File: src/rtl/sram_word_arbiter_pkg.sv
// Shared types and encodings for the two-port 32-bit to 16-bit SRAM word arbiter.
package sram_word_arbiter_pkg;

    localparam int unsigned DATA_W = 32;
    localparam int unsigned HALF_W = 16;

    localparam logic CMD_WRITE = 1'b0;
    localparam logic CMD_READ  = 1'b1;
    localparam logic HALF_HI   = 1'b0;
    localparam logic HALF_LO   = 1'b1;

    typedef enum logic [2:0] {
        ST_IDLE     = 3'd0,
        ST_HI_ISSUE = 3'd1,
        ST_HI_WAIT  = 3'd2,
        ST_LO_ISSUE = 3'd3,
        ST_LO_WAIT  = 3'd4,
        ST_RESP     = 3'd5
    } state_e;

    // Latched request payload, held for the whole two-half transaction.
    typedef struct packed {
        logic              write;
        logic              port;
        logic [DATA_W-1:0] wdata;
    } req_lat_t;

    function automatic logic [HALF_W-1:0] half_of(input logic [DATA_W-1:0] w, input logic half);
        return (half == HALF_HI) ? w[DATA_W-1:HALF_W] : w[HALF_W-1:0];
    endfunction

endpackage

File: src/rtl/sram_word_arbiter_rr_arbiter2.sv
// Two-way round-robin grant: on contention the port that did not win last time gets the grant.
module rr_arbiter2 (
    input  logic [1:0] valid_i,
    input  logic       last_grant_i,
    output logic [1:0] grant_o
);

    always_comb begin
        grant_o = 2'b00;
        if (valid_i == 2'b11) begin
            grant_o = last_grant_i ? 2'b01 : 2'b10;
        end else begin
            grant_o = valid_i;
        end
    end

endmodule

File: src/rtl/sram_word_arbiter.sv
// Round-robin arbiter splitting 32-bit word requests from two ports into two 16-bit SRAM
// transactions (high half first), with a per-half watchdog and a sticky abort flag.
module sram_word_arbiter
    import sram_word_arbiter_pkg::*;
#(
    parameter int unsigned ADDR_W  = 19,
    parameter int unsigned TIMEOUT = 255
) (
    input  logic              clk,
    input  logic              reset,

    input  logic              req0_valid,
    output logic              req0_ready,
    input  logic              req0_write,
    input  logic [ADDR_W-1:0] req0_addr,
    input  logic [DATA_W-1:0] req0_wdata,
    output logic              rsp0_valid,
    output logic [DATA_W-1:0] rsp0_rdata,
    output logic              rsp0_err,

    input  logic              req1_valid,
    output logic              req1_ready,
    input  logic              req1_write,
    input  logic [ADDR_W-1:0] req1_addr,
    input  logic [DATA_W-1:0] req1_wdata,
    output logic              rsp1_valid,
    output logic [DATA_W-1:0] rsp1_rdata,
    output logic              rsp1_err,

    output logic              mem_start,
    output logic              mem_command,
    output logic [ADDR_W:0]   mem_address,
    output logic [HALF_W-1:0] mem_wdata,
    input  logic [HALF_W-1:0] mem_rdata,
    input  logic              mem_finish,

    output logic              busy,
    output logic              err_sticky
);

    localparam int unsigned TMR_W = $clog2(TIMEOUT + 1);

    state_e              state_q;
    logic                last_grant_q;
    logic [TMR_W-1:0]    timer_q;
    req_lat_t            lat_q;
    logic [ADDR_W-1:0]   addr_q;
    logic [HALF_W-1:0]   hi_q;

    logic                mem_start_q;
    logic                mem_command_q;
    logic [ADDR_W:0]     mem_address_q;
    logic [HALF_W-1:0]   mem_wdata_q;
    logic                rsp0_valid_q, rsp1_valid_q;
    logic                rsp0_err_q, rsp1_err_q;
    logic [DATA_W-1:0]   rsp0_rdata_q, rsp1_rdata_q;
    logic                busy_q;
    logic                err_q;

    logic [1:0]          grant;
    logic                accept;
    logic                sel_write;
    logic [ADDR_W-1:0]   sel_addr;
    logic [DATA_W-1:0]   sel_wdata;
    logic                timeout_c;
    logic                enter_resp_c;
    logic                resp_err_c;
    logic [DATA_W-1:0]   resp_word_c;

    rr_arbiter2 u_rr (
        .valid_i      ({req1_valid, req0_valid}),
        .last_grant_i (last_grant_q),
        .grant_o      (grant)
    );

    assign req0_ready = (state_q == ST_IDLE) & grant[0];
    assign req1_ready = (state_q == ST_IDLE) & grant[1];
    assign accept     = (req0_valid & req0_ready) | (req1_valid & req1_ready);
    assign timeout_c  = (timer_q == TMR_W'(TIMEOUT - 1));

    // Payload of whichever port the arbiter is currently granting.
    always_comb begin
        sel_write = req0_write;
        sel_addr  = req0_addr;
        sel_wdata = req0_wdata;
        if (grant[1]) begin
            sel_write = req1_write;
            sel_addr  = req1_addr;
            sel_wdata = req1_wdata;
        end
    end

    // Response launch: low-half finish or watchdog expiry in either wait state.
    always_comb begin
        enter_resp_c = 1'b0;
        resp_err_c   = 1'b0;
        resp_word_c  = {hi_q, HALF_W'(0)};
        if (state_q == ST_HI_WAIT) begin
            if (!mem_finish && timeout_c) begin
                enter_resp_c = 1'b1;
                resp_err_c   = 1'b1;
            end
        end else if (state_q == ST_LO_WAIT) begin
            if (mem_finish) begin
                enter_resp_c = 1'b1;
                resp_word_c  = {hi_q, mem_rdata};
            end else if (timeout_c) begin
                enter_resp_c = 1'b1;
                resp_err_c   = 1'b1;
            end
        end
        if (lat_q.write) begin
            resp_word_c = '0;
        end
    end

    always_ff @(posedge clk or negedge reset) begin
        if (!reset) begin
            state_q       <= ST_IDLE;
            last_grant_q  <= 1'b1;
            timer_q       <= '0;
            lat_q         <= '0;
            addr_q        <= '0;
            hi_q          <= '0;
            mem_start_q   <= 1'b0;
            mem_command_q <= 1'b0;
            mem_address_q <= '0;
            mem_wdata_q   <= '0;
            rsp0_valid_q  <= 1'b0;
            rsp1_valid_q  <= 1'b0;
            rsp0_err_q    <= 1'b0;
            rsp1_err_q    <= 1'b0;
            rsp0_rdata_q  <= '0;
            rsp1_rdata_q  <= '0;
            busy_q        <= 1'b0;
            err_q         <= 1'b0;
        end else begin
            mem_start_q  <= 1'b0;
            rsp0_valid_q <= 1'b0;
            rsp1_valid_q <= 1'b0;

            case (state_q)
                ST_IDLE: begin
                    if (accept) begin
                        lat_q         <= '{write: sel_write, port: grant[1], wdata: sel_wdata};
                        addr_q        <= sel_addr;
                        hi_q          <= '0;
                        last_grant_q  <= grant[1];
                        mem_start_q   <= 1'b1;
                        mem_command_q <= sel_write ? CMD_WRITE : CMD_READ;
                        mem_address_q <= {sel_addr, HALF_HI};
                        mem_wdata_q   <= half_of(sel_wdata, HALF_HI);
                        busy_q        <= 1'b1;
                        state_q       <= ST_HI_ISSUE;
                    end
                end
                ST_HI_ISSUE: begin
                    timer_q <= '0;
                    state_q <= ST_HI_WAIT;
                end
                ST_HI_WAIT: begin
                    if (mem_finish) begin
                        hi_q          <= mem_rdata;
                        mem_start_q   <= 1'b1;
                        mem_address_q <= {addr_q, HALF_LO};
                        mem_wdata_q   <= half_of(lat_q.wdata, HALF_LO);
                        state_q       <= ST_LO_ISSUE;
                    end else if (!timeout_c) begin
                        timer_q <= timer_q + TMR_W'(1);
                    end
                end
                ST_LO_ISSUE: begin
                    timer_q <= '0;
                    state_q <= ST_LO_WAIT;
                end
                ST_LO_WAIT: begin
                    if (!mem_finish && !timeout_c) begin
                        timer_q <= timer_q + TMR_W'(1);
                    end
                end
                ST_RESP: begin
                    busy_q  <= 1'b0;
                    state_q <= ST_IDLE;
                end
                default: begin
                    busy_q  <= 1'b0;
                    state_q <= ST_IDLE;
                end
            endcase

            if (enter_resp_c) begin
                state_q <= ST_RESP;
                err_q   <= err_q | resp_err_c;
                if (lat_q.port) begin
                    rsp1_valid_q <= 1'b1;
                    rsp1_rdata_q <= resp_word_c;
                    rsp1_err_q   <= resp_err_c;
                end else begin
                    rsp0_valid_q <= 1'b1;
                    rsp0_rdata_q <= resp_word_c;
                    rsp0_err_q   <= resp_err_c;
                end
            end
        end
    end

    assign mem_start   = mem_start_q;
    assign mem_command = mem_command_q;
    assign mem_address = mem_address_q;
    assign mem_wdata   = mem_wdata_q;
    assign rsp0_valid  = rsp0_valid_q;
    assign rsp0_rdata  = rsp0_rdata_q;
    assign rsp0_err    = rsp0_err_q;
    assign rsp1_valid  = rsp1_valid_q;
    assign rsp1_rdata  = rsp1_rdata_q;
    assign rsp1_err    = rsp1_err_q;
    assign busy        = busy_q;
    assign err_sticky  = err_q;

endmodule
File: config.mk
export PLATFORM = sky130hd
export DESIGN_NAME = sram_word_arbiter
export DESIGN_NICKNAME = d
export VERILOG_FILES = /design/src/rtl/sram_word_arbiter_pkg.sv /design/src/rtl/sram_word_arbiter_rr_arbiter2.sv /design/src/rtl/sram_word_arbiter.sv
export SDC_FILE = /design/constraint.sdc
export NUM_CORES = 1
export LEC_CHECK = 0
export BUFFER_PORTS_ARGS = -buffer_cell sky130_fd_sc_hd__buf_2
export CORE_MARGIN = 8
export CORE_UTILIZATION = 30
export CTS_CLUSTER_SIZE = 30
export DETAILED_ROUTE_END_ITERATION = 8
export GPL_TIMING_DRIVEN = 0
export HOLD_SLACK_MARGIN = 0.03
export PLACE_DENSITY = 0.5
export RECOVER_POWER = 50
export SETUP_SLACK_MARGIN = 0.15
export SLEW_MARGIN = 20
export SYNTH_ARGS = -nofsm -noshare
export SYNTH_HDL_FRONTEND = slang
export SYNTH_SLANG_ARGS = --single-unit
File: constraint.sdc
create_clock -name clk -period 3.1 [get_ports clk]
set_clock_uncertainty 0.15 [all_clocks]
set_input_delay 0.62 -clock clk [delete_from_list [all_inputs] [get_ports clk]]
set_output_delay 0.62 -clock clk [all_outputs]
set_load 0.01 [all_outputs]
==> results of run 1 <==
power by group through the flow:
stage               Clock, mW  Combinational (mW)  Sequential (mW)
global route             2.35                4.18             3.72
CTS                      2.27                3.92             3.60
detailed placement          0                3.92             3.63
global placement            0                3.86             3.63
floorplan                   0                2.18             3.75
finish                   2.19                3.70             3.60
synthesized netlist by cell type, types with 5 or more instances:
cell,count
mux2_4,30
a22o_1,16
o2bb2ai_1,36
mux2_2,34
and2_1,18
nor2_1,43
a21oi_1,40
nand2_1,132
clkbuf_1,34
inv_1,6
dfrtp_1,172
buf_2,7
a31oi_1,36
buf_6,6
buf_1,5
nor2b_1,17
o21ai_0,36
registers in the layout (all words and copies together) (netlist names):
signal        count
state_q           3
last_grant_q      1
busy              1
lat_q            18
mem_wdata        16
err_sticky        1
rsp1_rdata       32
rsp1_valid        1
timer_q           8
rsp0_valid        1
hi_q             16
rsp0_err          1
rsp1_err          1
mem_address      20
mem_command       1
rsp0_rdata       32
mem_start         1
addr_q           19
stage by stage:
step                      hold WS [ns]  power (mW)  instance area, um2  utilization [%]
after floorplan                 0.1744       5.931                7856                -
after global placement          0.3101       7.491                9447            36.46
after detailed placement        0.3141       7.547                9484            36.60
after CTS                       0.2605       9.792               10110            39.02
after global routing            0.2714       10.26                9983            38.53
final                           0.2822       9.498                9986            38.54
how the worst max path moves through the flow:
stage | end | slack, ns | depth (start not counted)
after floorplan | req1_ready | 0.82 | 4
after global placement | lat_q[6] | -1.79 | 1
after detailed placement | mem_address[19] | 0.14 | 8
after CTS | req1_ready | 0.26 | 5
after global routing | req0_ready | 0.14 | 5
final | req1_ready | 0.31 | 5
cell usage in the layout (no fill, tap or decap), types with 3 or more instances in the layout:
cell,instances
a31oi_1,36
o21ai_1,4
clkbuf_16,17
nor2_1,43
buf_6,6
nand2_1,132
o21ai_0,36
clkbuf_1,141
inv_8,3
or2_2,4
a22o_1,16
nor3_1,4
dfrtp_1,172
nor2b_1,17
buf_1,5
inv_1,6
clkinv_8,7
nand2b_1,4
inv_6,3
mux2_2,34
diode_2,4
o2bb2ai_1,36
a21oi_1,40
and2_1,18
mux2_4,30
buf_2,132
nand3_1,4
layer usage:
| layer | global-route usage [%] | wire [um] |
|---|---|---|
| met5 | 0 | 54 |
| met4 | 3.161 | 131 |
| met3 | 5.872 | 2213 |
| met2 | 25.33 | 11620 |
| met1 | 22.11 | 11940 |
cell families after synthesis:
family / after synthesis
fa+ha+maj: 2
xor+xnor: 1
flops: 173
compound gates: 185
simple gates: 239
buf+inv: 59
mux: 68
final cells by class:
| class | instances | area (um2) |
|---|---|---|
| antenna | 4 | 10.01 |
| timing repair buffer | 236 | 1084 |
| clock buffer | 17 | 425.4 |
| sequential | 173 | 4330 |
| multi-input combinational | 495 | 3247 |
| inverter | 6 | 22.52 |
| clock inverter | 15 | 190.2 |
| buffer | 53 | 257.7 |
| fill | 2651 | 15930 |
| tap | 335 | 419.2 |
timing repair:
action,in CTS,in global routing
endpoints found under the hold margin,1,0
gates resized for setup,1,1
cloned,0,0
hold buffers,1,0
endpoints found under the setup margin,1,1
==> impl_metrics.yaml, run 1 <==
timing:
  fin_crit_ns: 2.786
  setup_violations: 0
  fin_ws_ns: 0.3136
  rsz0062_at_grt: "no"
  fin_tns_setup_ns: 0
  worstMarginPinSlew_ns: 0.7521
  post-route-period-util_pct: 89.89
  max_freq_mhz: 358.9
  hold_violations: 0
  slew_headroom_pct: 49.49
  slew_violations: 0
global_route:
  grt_overflow_total: 0
  grt_first_pass_wirelength_um: 40540
  antenna_found_initial: 8
  grt_pass1_vias: 6775
  track_usage_pct: 16.48
  grt_max_degree: 95
power_and_ir_drop:
  clkPwrFrac_pct: 23.1
  p_leak_nw: 4.543
  power_density_nw_per_um2: 951.1
  ir_drop_v: 0.0003164
  seqPwrFrac_pct: 37.9
  p_sw_mw: 3.908
  swShare_pct: 41.15
  p_comb_share_pct: 39.0
  p_int_mw: 5.589
routing:
  drt-total-wl_um: 25950
  vias: 6489
  ant_nets: 0
  vias_per_cell: 4.864
  drt_iter0_markers: 339
  wl_per_cell_um: 19.46
  drc: 0
  first_pass_iters: 6
floorplanning:
  initial_core_util_pct: 30.32
  dieArea_um2: 31620
  dieHeight_um: 177.8
  io_pins: 235
  die_w_um: 177.8
  row_count: 59
  coreArea_um2: 25910
cells_and_area:
  fin_cells: 1334
  drive_above_1_share_pct: 25.23
  fin_nets: 1109
  synthToLayoutAreaGrowth_pct: 27.11
clocking:
  cts_setup_buffers: 0
  cts.clk_slew.worst_paths_ns: 0.08
  htree_levels: 4
  cts_tree: "done"
  clockBufferDepth: 2
  cts.sinks: 173
  clk-insertion-delay-late_ns: 0.43
  cts_buffers: 17
  root_buffer: "clkbuf_16"
min_path:
  holdPathStages: 2
  worstHoldEndpoint: "hi_q[10]"
  worstHoldStart: "mem_rdata[10]"
  min_path_type: "primary input to flip-flop"
worst_setup_path:
  crit_buf_inv: 3
  r2r_end: "mem_wdata[5]"
  required_ns: 2.33
  slowest_delay_ns: 0.39
  worstPathArrival_ns: 2.02
  r2r_cells: 7
  crit_path_start_kind: "flip-flop"
  crit_start: "last_grant_q"
  path_max_fanout: 10
  critPathCaptureType: "output port"
  r2r_start: "state_q[0]"
  worst_path_max_delay_cell: "dfstp_2"
  crit_chain: "a21boi_0 -> clkbuf_1 -> clkbuf_2 -> and2_1 -> buf_2"
  regToRegSetupSlack_ns: 0.57
  path_class: "flip-flop to output port"
  crit_family: "buffers and inverters"
yosys:
  synth_edf_count: 0
  synth_mux_area_share_pct: 11.15
  synth_simple_gate_area_share_pct: 14.00
  synthAdderAreaFrac_pct: 0.3185
  ys_ff_latch: 173
  yosysUniqueCellTypes: 51
  yosysWarningCount: 0
  synth-xor-area-share_pct: 0.1115
  syn-num-nets: 854
  netlist_top_cells_area: "dfrtp_1 55%, nand2_1 6.3%, mux2_4 5.7%"
  synth_top_flop_cell: "dfrtp_1"
  synth_top_area_share_pct: 54.79
  synthCells: 727
  synth-compound-area-share_pct: 15.75
  syn_area_um2: 7856
  synth_seq_area_share_pct: 55.12
  synth_top_family_by_area: "compound AO/OA/AOI/OAI gates"
  synth.avg_cell_area_um2: 10.81
  synthArstFlopShare_pct: 100.0
  yosysTopAreaCell: "dfrtp_1"
place:
  place_ws_ns: 0.1358
  portBuffers: 234
  dp_cells: 1297
  gp_congestion: 0.8136
  dpl.hpwl_um: 19240
run_status:
  status: "complete, no violations"
flow_run:
  cap_violations: 0
(Power assumes the default switching activity.)
==> run 2, diff against run 1 <==
GPL_TIMING_DRIVEN = 1   (was 0)
SKIP_LAST_GASP = 1   (was unset)
==> run 2 against run 1 <==
Against the previous run: via count decreased by 5.0%; worst hold slack improved by 0.0018 ns; cell count decreased by 2.8%; first-iteration DRC count decreased by 20%; die area unchanged; worst setup slack improved by 0.093 ns; flip-flop and latch count unchanged; routed wire length decreased by 11%; clock power decreased by 4%.
==> impl_metrics.yaml, run 2 (synthesis gave the netlist of run 1 again) <==
worst_setup_path:
  worstPathArrival_ns: 1.92
  crit_chain: "nor3_1 -> nand2_1 -> a21oi_1 -> buf_2"
  path_class: "flip-flop to output port"
  slowest_delay_ns: 0.57
  worst_path_max_delay_cell: "dfrtp_1"
  required_ns: 2.33
  critPathCaptureType: "output port"
  crit_path_start_kind: "flip-flop"
  path_max_fanout: 14
global_route:
  grt_overflow_total: 0
  met3_usage_pct: 5.319
  track_usage_pct: 14.54
  grt_pass1_vias: 6261
  grt_max_degree: 72
  grt_use_met2_pct: 21.28
  top_usage_layer: "met2"
  antenna_found_initial: 4
  grt_use_met1_pct: 20.01
  grt_first_pass_wirelength_um: 36110
timing:
  max_freq_mhz: 371.2
  post-route-period-util_pct: 86.90
  rsz0062_at_grt: "no"
  fin_tns_setup_ns: 0
  setup_violations: 0
  fin_ws_ns: 0.4061
  worstMarginPinSlew_ns: 1.476
  slew_violations: 0
  slew_headroom_pct: 1.621
  fin_crit_ns: 2.694
  hold_violations: 0
cells_and_area:
  layout_common_cells: "180 x buf_2, 172 x dfrtp_1, 132 x nand2_1"
  drive_above_1_share_pct: 32.60
  synthToLayoutAreaGrowth_pct: 27.01
  fin_nets: 1074
  final_common_cell: "buf_2"
clocking:
  cts_tree: "done"
  root_buffer: "clkbuf_16"
  cts.clk_slew.worst_paths_ns: 0.08
  cts_buffers: 17
  ctsResizeCount: 0
  clockBufferDepth: 2
  clk-insertion-delay-late_ns: 0.42
  cts.sinks: 173
  htree_levels: 4
routing:
  wl_per_cell_um: 17.80
  drc: 0
  drt-total-wl_um: 23090
  vias: 6162
  first_pass_iters: 4
  vias_per_cell: 4.751
  drt_iter0_markers: 270
  ant_nets: 0
place:
  place_ws_ns: 0.7220
  gp_congestion: 0.7734
  portBuffers: 234
  dpl.hpwl_um: 16400
flow_run:
  cap_violations: 0
floorplanning:
  dieArea_um2: 31620
  dieHeight_um: 177.8
  row_count: 59
  io_pins: 235
  die_w_um: 177.8
  initial_core_util_pct: 30.32
  coreArea_um2: 25910
power_and_ir_drop:
  p_leak_nw: 4.737
  power_density_nw_per_um2: 935.8
  ir_drop_v: 0.0003624
min_path:
  min_path_type: "primary input to flip-flop"
run_status:
  status: "complete, no violations"
run 2: area by class of cell:
type / instances / area, um2
inverter: 6 / 22.52
fill: 2613 / 15930
clock inverter: 15 / 147.6
antenna: 2 / 5.005
multi-input combinational: 495 / 3292
sequential: 173 / 4330
tap: 335 / 419.2
clock buffer: 17 / 425.4
timing repair buffer: 254 / 1336
run 2: final timing paths:
path | from | end | slack (ns) | cells past startpoint
min in group asynchronous | reset | rsp0_rdata[16] | 0.95 | 2
max in group asynchronous | reset | mem_command | 0.60 | 3
setup / recovery | state_q[2] | req0_ready | 0.41 | 4
hold / removal | req0_wdata[15] | lat_q[15] | 0.28 | 3
hold reg to reg | mem_address[12] | mem_address[12] | 0.33 | 2
setup reg to reg | state_q[2] | lat_q[10] | 0.69 | 6
run 2: per-stage QoR:
stage | total power [mW] | util [%] | cell area [um2] | cells | hold WS, ns
2_1_floorplan | 5.931 | - | 7856 | 727 | 0.1744
3_3_place_gp | 7.375 | 36.56 | 9474 | 1262 | 0.3063
3_5_place_dp | 7.426 | 36.56 | 9474 | 1262 | 0.3183
4_1_cts | 9.571 | 38.81 | 10060 | 1295 | 0.2635
5_1_grt | 10.07 | 38.49 | 9973 | 1295 | 0.2670
6_report | 9.338 | 38.51 | 9978 | 1297 | 0.2840
run 2: repair_timing:
action | in CTS | in global routing
endpoints found under the setup margin | 0 | 0
endpoints found under the hold margin | 19 | 0
hold buffers | 1 | 0
buffers inserted | 0 | 0
run 2: critical path: cells and delay by family (launching register included):
kind	cells	cell delay, ns
AO/OA/AOI/OAI	1	0.17
buffers and inverters	1	0.16
flip-flops	1	0.57
AND/OR/NAND/NOR	2	0.59
run 2: layer usage:
metal | part of all wire, % | wire length [um] | vias to the layer above
met5 | 0.20 | 46 | -
li1 | - | - | 3004
met3 | 8.7 | 2014 | 17
met2 | 44 | 10050 | 205
met4 | 0.79 | 182 | 8
met1 | 47 | 10790 | 2928
run 2: where the power goes:
group / leakage, nW / total, mW / internal (mW) / switching, mW
Sequential: 2.22 / 3.64 / 3.11 / 0.530
Combinational: 2.23 / 3.60 / 1.49 / 2.10
Clock: 0.282 / 2.11 / 1.07 / 1.03
==> run 3, diff against run 2 <==
==> constraint.sdc (replaced) <==
create_clock -name clk -period 3.1 [get_ports clk]
set_clock_uncertainty 0.15 [all_clocks]
set_input_delay 0.465 -clock clk [delete_from_list [all_inputs] [get_ports clk]]
set_output_delay 0.465 -clock clk [all_outputs]
set_load 0.01 [all_outputs]
==> run 3 against run 2 <==
Against the previous run: the run now ends with capacitance limit, slew limit left; global-route usage is 0.16 points higher; critical path type unchanged; cell area is 0.60% lower; via count is 0.76% higher; sequential share of layout area is 0.26 points higher; sequential power hardly changed; worst setup slack better by 0.012 ns; highest routed layer unchanged; critical endpoint unchanged.
==> impl_metrics.yaml, run 3 (synthesis gave the netlist of run 1 again) <==
run_status:
  status: "finished, violations left"
  violations: "capacitance limit, slew limit"
floorplanning:
  io_pins: 235
  row_count: 59
  dieArea_um2: 31620
  die_w_um: 177.8
  initial_core_util_pct: 30.32
  coreArea_um2: 25910
  dieHeight_um: 177.8
timing:
  worstMarginPinSlew_ns: 1.906
  max_freq_mhz: 372.9
  slew_headroom_pct: -27.10
  fin_crit_ns: 2.682
  post-route-period-util_pct: 86.51
  hold_violations: 0
  slew_violations: 71
  setup_violations: 0
  fin_tns_setup_ns: 0
  rsz0062_at_grt: "no"
worst_setup_path:
  crit_chain: "nor3_1 -> nand2_1 -> a21oi_1 -> buf_2"
  path_class: "flip-flop to output port"
  crit_buf_inv: 1
  r2r_start: "state_q[2]"
  worstPathArrival_ns: 2.07
  r2r_cells: 5
  slowest_delay_ns: 0.59
  r2r_end: "lat_q[33]"
  worst_path_max_delay_cell: "nor3_1"
  crit_end: "req0_ready"
  path_max_fanout: 14
  critPathCaptureType: "output port"
  cp.depth: 4
  regToRegSetupSlack_ns: 0.75
  required_ns: 2.48
  crit_family: "simple AND/OR/NAND/NOR gates"
  crit_start: "state_q[2]"
  crit_path_start_kind: "flip-flop"
clocking:
  root_buffer: "clkbuf_16"
  cts_tree: "done"
  cts_buffers: 17
  cts_setup_buffers: 0
  clk-insertion-delay-late_ns: 0.43
  ctsResizeCount: 0
  cts.sinks: 173
  clockBufferDepth: 2
  cts.clk_slew.worst_paths_ns: 0.08
  htree_levels: 4
cells_and_area:
  layout_common_cells: "172 x dfrtp_1, 132 x nand2_1, 132 x buf_2"
  final_common_cell: "dfrtp_1"
  drive_above_1_share_pct: 27.38
  synthToLayoutAreaGrowth_pct: 26.25
  fin_nets: 1071
routing:
  vias: 6209
  wl_per_cell_um: 18.09
  drt-total-wl_um: 23380
  vias_per_cell: 4.802
  drt_iter0_markers: 369
  first_pass_iters: 6
  drc: 0
  ant_nets: 0
global_route:
  grt_max_degree: 72
  grt_first_pass_wirelength_um: 36540
  grt_overflow_total: 0
  track_usage_pct: 14.70
  antenna_found_initial: 2
  grt_pass1_vias: 6442
min_path:
  min_path_type: "primary input to flip-flop"
place:
  portBuffers: 234
  gp_congestion: 0.7644
  dpl.hpwl_um: 16320
power_and_ir_drop:
  p_total_mw: 9.347
  power_density_nw_per_um2: 942.4
  p_leak_nw: 4.540
  ir_drop_v: 0.0004004
flow_run:
  cap_violations: 1
[run 3: cell types whose count changed in the layout (fill, tap and decap cells not counted), sizes merged]
cell	change
inv	-2
bufinv	+1
clkbuf	+48
diode	-1
clkinvlp	+1
buf	-51
[run 3: per-stage QoR]
| stage | cell area, um2 | utilization, % | hold slack, ns | cells | setup WS, ns |
|---|---|---|---|---|---|
| 2_1_floorplan | 7856 | - | 0.01941 | 727 | 1.005 |
| 3_3_place_gp | 9439 | 36.43 | 0.3096 | 1259 | 0.7373 |
| 3_5_place_dp | 9439 | 36.43 | 0.3127 | 1259 | 0.6894 |
| 4_1_cts | 10050 | 38.79 | 0.1080 | 1292 | 0.3788 |
| 5_1_grt | 9916 | 38.27 | 0.1077 | 1292 | 0.2467 |
| 6_report | 9918 | 38.28 | 0.1267 | 1293 | 0.4183 |
[run 3: metal layers]
metal,vias to the layer above,share of wire (%),GRT usage [%]
met5,-,0.090,0
met4,4,1.1,3.647
met3,23,9.5,5.745
met2,205,44,22.33
met1,2985,46,19.31
li1,2992,-,-
[run 3: worst min path at each step]
| stage | startpoint | endpoint | slack [ns] | cells after the start |
|---|---|---|---|---|
| 2_1_floorplan | reset | addr_q[0] | 0.02 | 0 |
| 3_3_place_gp | mem_wdata[7] | mem_wdata[7] | 0.31 | 2 |
| 3_5_place_dp | err_sticky | err_sticky | 0.31 | 1 |
| 4_1_cts | req0_wdata[13] | lat_q[13] | 0.11 | 3 |
| 5_1_grt | req1_wdata[8] | lat_q[8] | 0.11 | 3 |
| 6_report | req1_wdata[15] | lat_q[15] | 0.13 | 3 |
[run 3: cell type report]
type | count | area [um2]
antenna | 1 | 2.502
clock buffer | 17 | 425.4
clock inverter | 15 | 176.4
fill | 2660 | 15990
inverter | 6 | 22.52
multi-input combinational | 495 | 3292
sequential | 173 | 4330
tap | 335 | 419.2
timing repair buffer | 251 | 1250
[run 3: tightest hold or removal path, delay by kind of cell]
family / cells / cell delay [ns]
buffers and inverters: 1 / 0.10
AOI/OAI and AO/OA: 1 / 0.07
and+or+nand+nor: 1 / 0.05
[run 3: where the power goes]
part / internal (mW) / switching, mW
clock network: 1.15 / 1.04
registers: 3.11 / 0.530
logic: 1.41 / 2.11
total: 5.67 / 3.68
[run 3: repair_timing]
item / 4_1_cts / 5_1_grt
endpoints found under the hold margin: 66 / 0
setup endpoints to repair: 0 / 0
hold buffers: 1 / 0
